File: config.mk
export PLATFORM = sky130hd
export DESIGN_NAME = box_reset_engine
export DESIGN_NICKNAME = d
export VERILOG_FILES = /design/src/rtl/box_reset_pkg.sv /design/src/rtl/box_reset_engine_raster.sv /design/src/rtl/box_reset_engine.sv
export SDC_FILE = /design/constraint.sdc
export NUM_CORES = 1
export LEC_CHECK = 0
export CORE_ASPECT_RATIO = 0.5
export CORE_UTILIZATION = 55
export CTS_CLUSTER_DIAMETER = 40
export DETAILED_ROUTE_END_ITERATION = 6
export PLACE_DENSITY = 0.78
export SLEW_MARGIN = 20
export SYNTH_ARGS = -nofsm -noshare
export SYNTH_HDL_FRONTEND = slang
export SYNTH_SLANG_ARGS = --single-unit
export TNS_END_PERCENT = 50
File: constraint.sdc
create_clock -name clk -period 3.3 [get_ports clk]
set_input_delay 0.99 -clock clk [delete_from_list [all_inputs] [get_ports clk]]
set_output_delay 0.99 -clock clk [all_outputs]
set_load 0.05 [all_outputs]
File: src/rtl/box_reset_pkg.sv
// Shared types and the box offset table for the box reset engine.
package box_reset_pkg;

    typedef enum logic [1:0] {
        IDLE,
        LOAD,
        DRAW,
        DONE
    } state_e;

    typedef struct packed {
        logic [7:0] dx;
        logic [6:0] dy;
    } box_off_t;

    localparam logic [2:0] WHITE = 3'b111;
    localparam int MAX_BOXES = 8;

    // Offsets of each box relative to its lane's left column, in draw order.
    localparam box_off_t BOX_OFFSET [MAX_BOXES] = '{
        '{dx: 8'd5, dy: 7'd7},
        '{dx: 8'd0, dy: 7'd19},
        '{dx: 8'd0, dy: 7'd31},
        '{dx: 8'd5, dy: 7'd40},
        '{dx: 8'd5, dy: 7'd46},
        '{dx: 8'd5, dy: 7'd64},
        '{dx: 8'd0, dy: 7'd82},
        '{dx: 8'd0, dy: 7'd97}
    };

endpackage

File: src/rtl/box_reset_engine_raster.sv
// Column/row raster counter walking one BOX_W x BOX_H rectangle.
module box_raster_counter #(
    parameter int BOX_W = 4,
    parameter int BOX_H = 4,
    parameter int CW = (BOX_W > 1) ? $clog2(BOX_W) : 1,
    parameter int RW = (BOX_H > 1) ? $clog2(BOX_H) : 1
) (
    input  logic          clk,
    input  logic          rst,
    input  logic          clr_i,
    input  logic          en_i,
    output logic [CW-1:0] cx_o,
    output logic [RW-1:0] cy_o,
    output logic          last_o
);

    logic [CW-1:0] cx_q;
    logic [RW-1:0] cy_q;
    logic          cx_end;
    logic          cy_end;

    assign cx_end = (cx_q == CW'(BOX_W - 1));
    assign cy_end = (cy_q == RW'(BOX_H - 1));

    always_ff @(posedge clk or posedge rst) begin
        if (rst) begin
            cx_q <= '0;
            cy_q <= '0;
        end else if (clr_i) begin
            cx_q <= '0;
            cy_q <= '0;
        end else if (en_i) begin
            if (cx_end) begin
                cx_q <= '0;
                cy_q <= cy_end ? '0 : cy_q + 1'b1;
            end else begin
                cx_q <= cx_q + 1'b1;
            end
        end
    end

    assign cx_o   = cx_q;
    assign cy_o   = cy_q;
    assign last_o = cx_end && cy_end;

endmodule

File: src/rtl/box_reset_engine.sv
// Repaints every box of the selected lanes as a filled rectangle, one pixel per cycle.
// Define BOX_RESET_MASK_EN to honour player_mask; otherwise every lane is repainted.
module box_reset_engine
    import box_reset_pkg::*;
#(
    parameter int         NUM_PLAYERS      = 2,
    parameter int         BOXES_PER_PLAYER = 8,
    parameter int         BOX_W            = 4,
    parameter int         BOX_H            = 4,
    parameter int         LANE_X_BASE      = 38,
    parameter int         LANE_X_PITCH     = 80,
    parameter logic [2:0] RESET_COLOUR     = WHITE
) (
    input  logic                   clk,
    input  logic                   reset,
    input  logic                   start,
    input  logic [NUM_PLAYERS-1:0] player_mask,
    output logic [7:0]             x,
    output logic [6:0]             y,
    output logic [2:0]             colour,
    output logic                   plot,
    output logic                   busy,
    output logic                   done
);

    localparam int CW = (BOX_W > 1) ? $clog2(BOX_W) : 1;
    localparam int RW = (BOX_H > 1) ? $clog2(BOX_H) : 1;

    state_e state_q, state_d;
    logic [1:0] p_q, p_d;
    logic [2:0] b_q, b_d;
    logic [3:0] mask_q, mask_d;
    logic [7:0] bx_q, bx_d;
    logic [6:0] by_q, by_d;
    logic       fin_q, fin_d;
    logic [7:0] x_q, x_d;
    logic [6:0] y_q, y_d;
    logic [2:0] colour_q, colour_d;
    logic       plot_q, plot_d;
    logic       busy_q, busy_d;
    logic       done_q, done_d;

    logic [3:0]            mask_in;
    logic [NUM_PLAYERS-1:0] mask_sel;
    logic                  clr, en, last, adv;
    logic                  last_box, last_lane;
    logic [CW-1:0]         cx;
    logic [RW-1:0]         cy;
    logic [7:0]            bx_w;
    box_off_t              off;

`ifdef BOX_RESET_MASK_EN
    assign mask_sel = player_mask;
`else
    // Port stays for drop-in compatibility; every lane is forced on.
    assign mask_sel = player_mask | '1;
`endif
    assign mask_in = 4'(mask_sel);

    box_raster_counter #(
        .BOX_W(BOX_W),
        .BOX_H(BOX_H)
    ) u_raster (
        .clk   (clk),
        .rst   (reset),
        .clr_i (clr),
        .en_i  (en),
        .cx_o  (cx),
        .cy_o  (cy),
        .last_o(last)
    );

    always_comb begin
        state_d = state_q;
        p_d     = p_q;
        b_d     = b_q;
        mask_d  = mask_q;
        bx_d    = bx_q;
        by_d    = by_q;
        fin_d   = 1'b0;
        clr     = 1'b0;
        en      = 1'b0;
        adv     = 1'b0;
        plot_d  = 1'b0;
        x_d     = '0;
        y_d     = '0;

        off       = BOX_OFFSET[b_q];
        bx_w      = 8'(LANE_X_BASE) + 8'(p_q) * 8'(LANE_X_PITCH) + off.dx;
        last_box  = (b_q == 3'(BOXES_PER_PLAYER - 1));
        last_lane = (p_q == 2'(NUM_PLAYERS - 1));

        // The raster counter runs one pixel ahead of the output registers;
        // fin_q marks that the pixel on the outputs is the box's last.
        unique case (state_q)
            IDLE: begin
                if (start) begin
                    mask_d  = mask_in;
                    p_d     = '0;
                    b_d     = '0;
                    clr     = 1'b1;
                    state_d = (mask_in == '0) ? DONE : LOAD;
                end
            end
            LOAD: begin
                if (mask_q[p_q]) begin
                    bx_d    = bx_w;
                    by_d    = off.dy;
                    state_d = DRAW;
                    plot_d  = 1'b1;
                    en      = 1'b1;
                    fin_d   = last;
                end else begin
                    adv = 1'b1;
                end
            end
            DRAW: begin
                if (fin_q) begin
                    adv = 1'b1;
                end else begin
                    plot_d = 1'b1;
                    en     = 1'b1;
                    fin_d  = last;
                end
            end
            DONE: begin
                if (!start) state_d = IDLE;
            end
            default: state_d = IDLE;
        endcase

        if (adv) begin
            if (last_box) begin
                b_d     = '0;
                p_d     = p_q + 2'd1;
                state_d = last_lane ? DONE : LOAD;
            end else begin
                b_d     = b_q + 3'd1;
                state_d = LOAD;
            end
        end

        if (plot_d) begin
            x_d = bx_d + 8'(cx);
            y_d = by_d + 7'(cy);
        end
        colour_d = plot_d ? RESET_COLOUR : 3'd0;
        busy_d   = (state_d == LOAD) || (state_d == DRAW);
        done_d   = (state_d == DONE);
    end

    always_ff @(posedge clk or posedge reset) begin
        if (reset) begin
            state_q  <= IDLE;
            p_q      <= '0;
            b_q      <= '0;
            mask_q   <= '0;
            bx_q     <= '0;
            by_q     <= '0;
            fin_q    <= 1'b0;
            x_q      <= '0;
            y_q      <= '0;
            colour_q <= '0;
            plot_q   <= 1'b0;
            busy_q   <= 1'b0;
            done_q   <= 1'b0;
        end else begin
            state_q  <= state_d;
            p_q      <= p_d;
            b_q      <= b_d;
            mask_q   <= mask_d;
            bx_q     <= bx_d;
            by_q     <= by_d;
            fin_q    <= fin_d;
            x_q      <= x_d;
            y_q      <= y_d;
            colour_q <= colour_d;
            plot_q   <= plot_d;
            busy_q   <= busy_d;
            done_q   <= done_d;
        end
    end

    assign x      = x_q;
    assign y      = y_q;
    assign colour = colour_q;
    assign plot   = plot_q;
    assign busy   = busy_q;
    assign done   = done_q;

endmodule
==> results of run 1 <==
## logic make-up after synthesis
group                      Yosys count
and+or+nand+nor                     74
DFF                                 46
AOI/OAI and AO/OA                   36
buffers and inverters               26
adders and majority gates           21
xor gates and xnor gates             9
muxes                                9
## stage by stage
step / std cells / total power, W / hold WS, ns / area (sq um) / util [%]
floorplan: 221 / 0.00131 / 0.444 / 2300 / -
global placement: 296 / 0.00150 / 0.466 / 2590 / 65.6
detailed placement: 296 / 0.00153 / 0.474 / 2590 / 65.6
CTS: 304 / 0.00186 / 0.495 / 2670 / 67.8
global route: 304 / 0.00199 / 0.526 / 2670 / 67.8
finish: 304 / 0.00185 / 0.491 / 2670 / 67.8
## flip-flops by register name, summed over array words and instances (netlist names), 2 cells and up
register       cells
y                  7
x                  8
u_raster.cx_o      2
by_q               7
state_q            2
bx_q               8
u_raster.cy_o      2
p_q                2
b_q                3
## power by group through the flow
| stage | Sequential [W] | Combinational [W] | Clock [W] |
|---|---|---|---|
| after floorplan | 0.000825 | 0.000487 | 0 |
| after global placement | 0.000706 | 0.000794 | 0 |
| after detailed placement | 0.000711 | 0.000824 | 0 |
| after CTS | 0.000700 | 0.000825 | 0.000339 |
| after global routing | 0.000709 | 0.000914 | 0.000365 |
| final | 0.000699 | 0.000819 | 0.000332 |
## per-layer routing
metal / vias to the layer above / track usage, % / wire (um)
li1: 790 / - / -
met1: 758 / 27.2 / 2060
met2: 29 / 35.3 / 1810
met3: 7 / 6.03 / 152
met4: 0 / 5.23 / 38
met5: - / 0 / 0
## final timing paths
kind / end / slack (ns) / cells after the start
min in group asynchronous: x[3]$_DFF_PP0_ / 0.94 / 2
hold / removal: bx_q[0]$_DFF_PP0_ / 0.49 / 2
hold reg to reg: bx_q[0]$_DFF_PP0_ / 0.49 / 2
max in group asynchronous: by_q[4]$_DFF_PP0_ / 1.81 / 3
setup / recovery: y[6]$_DFF_PP0_ / 0.31 / 10
setup reg to reg: y[6]$_DFF_PP0_ / 0.31 / 10
## layout make-up
type,instances,share of cell area [%]
flip-flops and latches,46,43.1
multi-input cells,149,38.5
repair buffers,28,10.0
clock buffers,6,2.72
inverters,19,2.67
well taps,54,2.53
clock inverters,2,0.515
## critical path: stages, from the launching register on
cell and delay [ns]:
dfrtp_1 0.42, inv_1 0.10, ha_1 0.24, nand3b_2 0.13
o21ai_0 0.26, ha_1 0.23, inv_1 0.06, fa_1 0.40
or3_4 0.42, or4_1 0.48, a21oi_1 0.15
## cell usage in the layout (no fill, tap or decap), drive strengths merged, types with 2 or more instances in the layout
master         synthesis  layout
and2                   2       2
a211oi                 2       2
mux2                   3       3
buf                    5       5
a21oi                 17      17
fa                     2       2
nor3                   2       2
o21ai                  7       7
nand3b                 2       2
ha                    19      19
inv                   19      19
xnor2                  6       6
or3                    3       3
clkbuf                 2       6
nor2                  18      18
nor2b                  3       3
mux2i                  6       6
dfrtp                 46      46
xor2                   3       3
nand2                 24      24
clkdlybuf4s50          0      23
nand2b                 7       7
o31ai                  2       2
nand3                  8       8
clkinv                 0       2
==> qor.yml, run 1 <==
outcome: "finished with violations"
violations: "DRC"
synthFlopType: "dfrtp_1"
synth.ff_latch_count: 46
syn_inst: 221
ios: 26
yosys-top-cells-count: "dfrtp_1, nand2_1, ha_1, inv_1, nor2_1"
ctsResizeCount: 0
tightest_slew_ns: 0.503
antenna_found_initial: 0
syn_area_per_cell_sq_um: 10.4
insertion_delay_ns: 0.30
p_leak_nw: 1.26
path_max_fanout: 5
synth-xor-area-share_pct: 3.43
fin_setup_tns_ns: 0
power_density_nw_per_um2: 692
timing.slew.headroom_pct: 66.3
grt_max_degree: 20
yosys.area.top_type_share_pct: 50.1
die_w_um: 93.4
hpwl_um: 3030
synthAdderAreaFrac_pct: 12.1
cts_buffer_depth: 2
grt_use_total_pct: 20.7
ys_top_cells_by_area: "dfrtp_1, ha_1, nand2_1, a21oi_1, inv_1"
finalMaxSlewViolations: 0
synth_edf_count: 0
cts_inserted_buffers: 5
yosysMostFrequentCell: "dfrtp_1"
timing.rr.start: "state_q[1]$_DFF_PP0_"
coreArea_sq_um: 3940
synth.cell_area_sq_um: 2300
max_cap_violations: 0
muxShareOfSynthArea_pct: 4.08
clkPwrFrac_pct: 17.9
start_kind: "flop"
power_switching_w: 0.000764
drt_iter0_drc: 45
final_nets: 275
dr_total_vias: 1584
rsz0062_at_grt: "false"
timing.final.ws_setup_ns: 0.312
n_antenna_cell: 0
rows: 16
areaGrowthSynthToFinish_pct: 16.2
die_h_um: 47.7
grt_pass1_vias: 1443
synth_compound_area_share_pct: 9.41
drc: 1
cts_tree: "done"
synth_top_family_by_area: "simple AND/OR/NAND/NOR gates"
p_int_w: 0.00109
synthesis.nets: 247
finalCritPeriodShare_pct: 90.5
required_ns: 3.52
cts_sinks: 46
initial_core_util_pct: 58.3
routed_wl_um: 4060
root_buffer: "clkbuf_8"
critical_path_class: "reg2reg"
finalSetupViolCount: 0
cts_hold_buf: 0
drtAntennaViolNets: 0
hold_path.class: "reg2reg"
fmax_ghz: 0.335
dieArea_sq_um: 4460
grt_pass1_wl_um: 6720
path_clk_slew_ns: 0.08
async_flop_share_pct: 100
pre_cts_ws_ns: 0.343
comb_power_share_pct: 44.3
register_area_sq_um: 1150
yosysWarnings: 0
cts_max_level: 2
fin_crit_ns: 2.99
nFillCells: 304
yosys.area.top_type: "dfrtp_1"
multi_input_area_sq_um: 1030
min_from: "bx_q[0]$_DFF_PP0_"
wl_per_cell_um: 13.4
port_buffers: 23
firstDrtPassIters: 6
post-cts-setup-buffers: 0
clock_skew_ns: 0.00986
cp-end-kind: "flop"
final_layout_size_suffix_gt1_share_pct: 8.00
crit_path_start: "state_q[1]$_DFF_PP0_"
p_sw_share_pct: 41.3
place_congestion: 0.806
yosys.cell_types.count: 40
grt-ovfl-total: 0
synth_seq_area_share_pct: 50.1
viasPerCell: 5.21
p_seq_share_pct: 37.8
hold_viol_final: 0
synth-simple-area-share_pct: 15.7
cp.arrival_ns: 3.20
peakVddDrop_mv: 0.419
No activity file was read; power rests on OpenSTA's default activity.
==> inputs of run 2 (changes only) <==
ABC_AREA = 1   (was not set)
CAP_MARGIN = 20   (was not set)
CORE_UTILIZATION = 56   (was 55)
CTS_CLUSTER_DIAMETER = not set   (was 40)
PLACE_DENSITY = 0.79   (was 0.78)
==> run 2 against run 1 <==
The run now ends clean. Die area grew 0.65%. Total power grew 13%. Sequential power grew 7.0%. Via count grew 10%. Critical path depth grew 3. Area after synthesis grew 2.5%. Worst setup slack gained 0.22 ns. Final area grew 1.5%. Critical path type unchanged. Critical endpoint is now y[4]$_DFF_PP0_. Largest power group unchanged.
==> qor.yml, run 2 <==
outcome: "completed"
synth.cell_area_sq_um: 2360
whs_path_depth: 2
ys_top_cells_by_area: "dfrtp_1, nand2_1, ha_1, inv_1, nor2_1"
cts_inserted_buffers: 5
routed_wl_um: 4280
final_nets: 315
post-cts-setup-buffers: 0
tightest_slew_ns: 0.541
root_buffer: "clkbuf_8"
grt-ovfl-total: 0
hpwl_um: 3170
fin_area_sq_um: 2710
die_w_um: 93.8
ios: 26
rr_worst_depth: 13
grt_max_degree: 34
min_from: "bx_q[0]$_DFF_PP0_"
synth_edf_count: 0
final_layout_size_suffix_gt1_share_pct: 11.4
fmax_ghz: 0.361
cts_sinks: 46
areaGrowthSynthToFinish_pct: 15.1
drc: 0
r2r_setup_slack_ns: 0.53
cts_buffer_depth: 2
layout_common_cells: "nand2_1, dfrtp_1, inv_1"
place_congestion: 0.854
drtAntennaViolNets: 0
r2r-end: "y[4]$_DFF_PP0_"
cts_tree: "done"
placedCellCount: 336
synth.ff_latch_count: 46
p_total_w: 0.00210
path_clk_slew_ns: 0.09
clock_skew_ns: 0.0111
die_h_um: 47.9
pre_cts_ws_ns: 0.553
yosys.cell_types.count: 29
dieArea_sq_um: 4490
viasPerCell: 5.08
finalMaxSlewViolations: 0
synthesis.nets: 289
fin_crit_ns: 2.77
antenna_found_initial: 0
cp-end-kind: "flop"
peakVddDrop_mv: 0.515
path_max_fanout: 15
async_flop_share_pct: 100
yosysWarnings: 0
ctsResizeCount: 0
rows: 16
finalCritPeriodShare_pct: 83.8
power_density_nw_per_um2: 773
start_kind: "flop"
yosys-top-cells-count: "nand2_1, dfrtp_1, inv_1"
coreArea_sq_um: 3960
port_buffers: 23
max_cap_violations: 0
timing.slew.headroom_pct: 63.8
critical_path_class: "reg2reg"
cts_hold_buf: 0
fin_cells: 344
placed_area_sq_um: 2620
yosys.area.top_type: "dfrtp_1"
p_leak_nw: 1.35
rsz0062_at_grt: "false"
synthFlopType: "dfrtp_1"
hold_viol_final: 0
yosysMostFrequentCell: "nand2_1"
cp.arrival_ns: 2.97
yosys.area.top_type_share_pct: 48.8
n_antenna_cell: 0
grt_pass1_vias: 1501
syn_inst: 263
fin_setup_tns_ns: 0
grt_use_total_pct: 20.8
timing.rr.start: "state_q[1]$_DFF_PP0_"
min_to: "bx_q[0]$_DFF_PP0_"
initial_core_util_pct: 59.5
final_common_cell: "nand2_1"
grt_pass1_wl_um: 6860
insertion_delay_ns: 0.30
syn_area_per_cell_sq_um: 8.96
cts_max_level: 2
firstDrtPassIters: 4
wl_per_cell_um: 12.4
finalSetupViolCount: 0
required_ns: 3.50
hold_path.class: "reg2reg"
timing.final.ws_setup_ns: 0.533
dr_total_vias: 1746
drt_iter0_drc: 89
synth_seq_area_share_pct: 48.8
[run 2: cells by family (layout without fill, tap and decap cells)]
group	count (synthesis)	after routing	synth area share, %
AND/OR/NAND/NOR	113	113	20.9
adder cells (fa/ha/maj)	21	21	11.8
flip-flops	46	46	48.8
AO/OA/AOI/OAI	36	36	9.61
multiplexers	1	1	0.425
buffers and inverters	46	73	8.49
[run 2: worst max-delay path by stage]
| stage | cells after the start | slack (ns) | start | to |
|---|---|---|---|---|
| finish | 13 | 0.53 | state_q[1]$_DFF_PP0_ | y[4]$_DFF_PP0_ |
| global route | 13 | 0.24 | state_q[1]$_DFF_PP0_ | y[4]$_DFF_PP0_ |
| CTS | 13 | 0.54 | state_q[1]$_DFF_PP0_ | y[4]$_DFF_PP0_ |
| detailed placement | 13 | 0.55 | state_q[1]$_DFF_PP0_ | y[4]$_DFF_PP0_ |
| global placement | 13 | 0.61 | state_q[1]$_DFF_PP0_ | y[4]$_DFF_PP0_ |
| floorplan | 14 | 0.94 | state_q[1]$_DFF_PP0_ | y[4]$_DFF_PP0_ |
[run 2: through the flow]
stage                     hold slack [ns]  util [%]
after global placement              0.468      66.1
after global routing                0.511      68.4
after floorplan                     0.448         -
after CTS                           0.494      68.4
final                               0.491      68.4
after detailed placement            0.470      66.1
[run 2: report_power, final]
| part | switching (W) | internal (W) | total (W) | leakage [nW] |
|---|---|---|---|---|
| registers | 0.0000583 | 0.000689 | 0.000748 | 0.601 |
| clock network | 0.000201 | 0.000151 | 0.000352 | 0.0408 |
| logic | 0.000684 | 0.000313 | 0.000997 | 0.706 |
| total | 0.000943 | 0.00115 | 0.00210 | 1.35 |
[run 2: cell type report]
type                       instances  area, sq um
fill                             324         1250
sequential                        46         1150
multi-input combinational        171         1010
timing repair buffer              25          245
inverter                          40          150
clock buffer                       5         68.8
tap                               54         67.6
clock inverter                     3         23.8
[run 2: routing by layer]
layer,GRT usage (%),up-vias,wire length [um]
met3,5.24,3,151
met4,5.85,0,25
met5,0,-,0
met2,35.9,34,1960
met1,27.0,837,2140
li1,-,872,-
[run 2: critical path: stages (launching register included)]
cell and delay [ns]:
dfrtp_1 0.43, inv_1 0.10, ha_1 0.22, nand3_2 0.34
a21oi_1 0.27, o21ai_0 0.13, nand2_1 0.09, ha_1 0.16
inv_1 0.05, fa_1 0.38, a21oi_1 0.21, nand2_1 0.08
o21ai_0 0.15, nor2_1 0.05
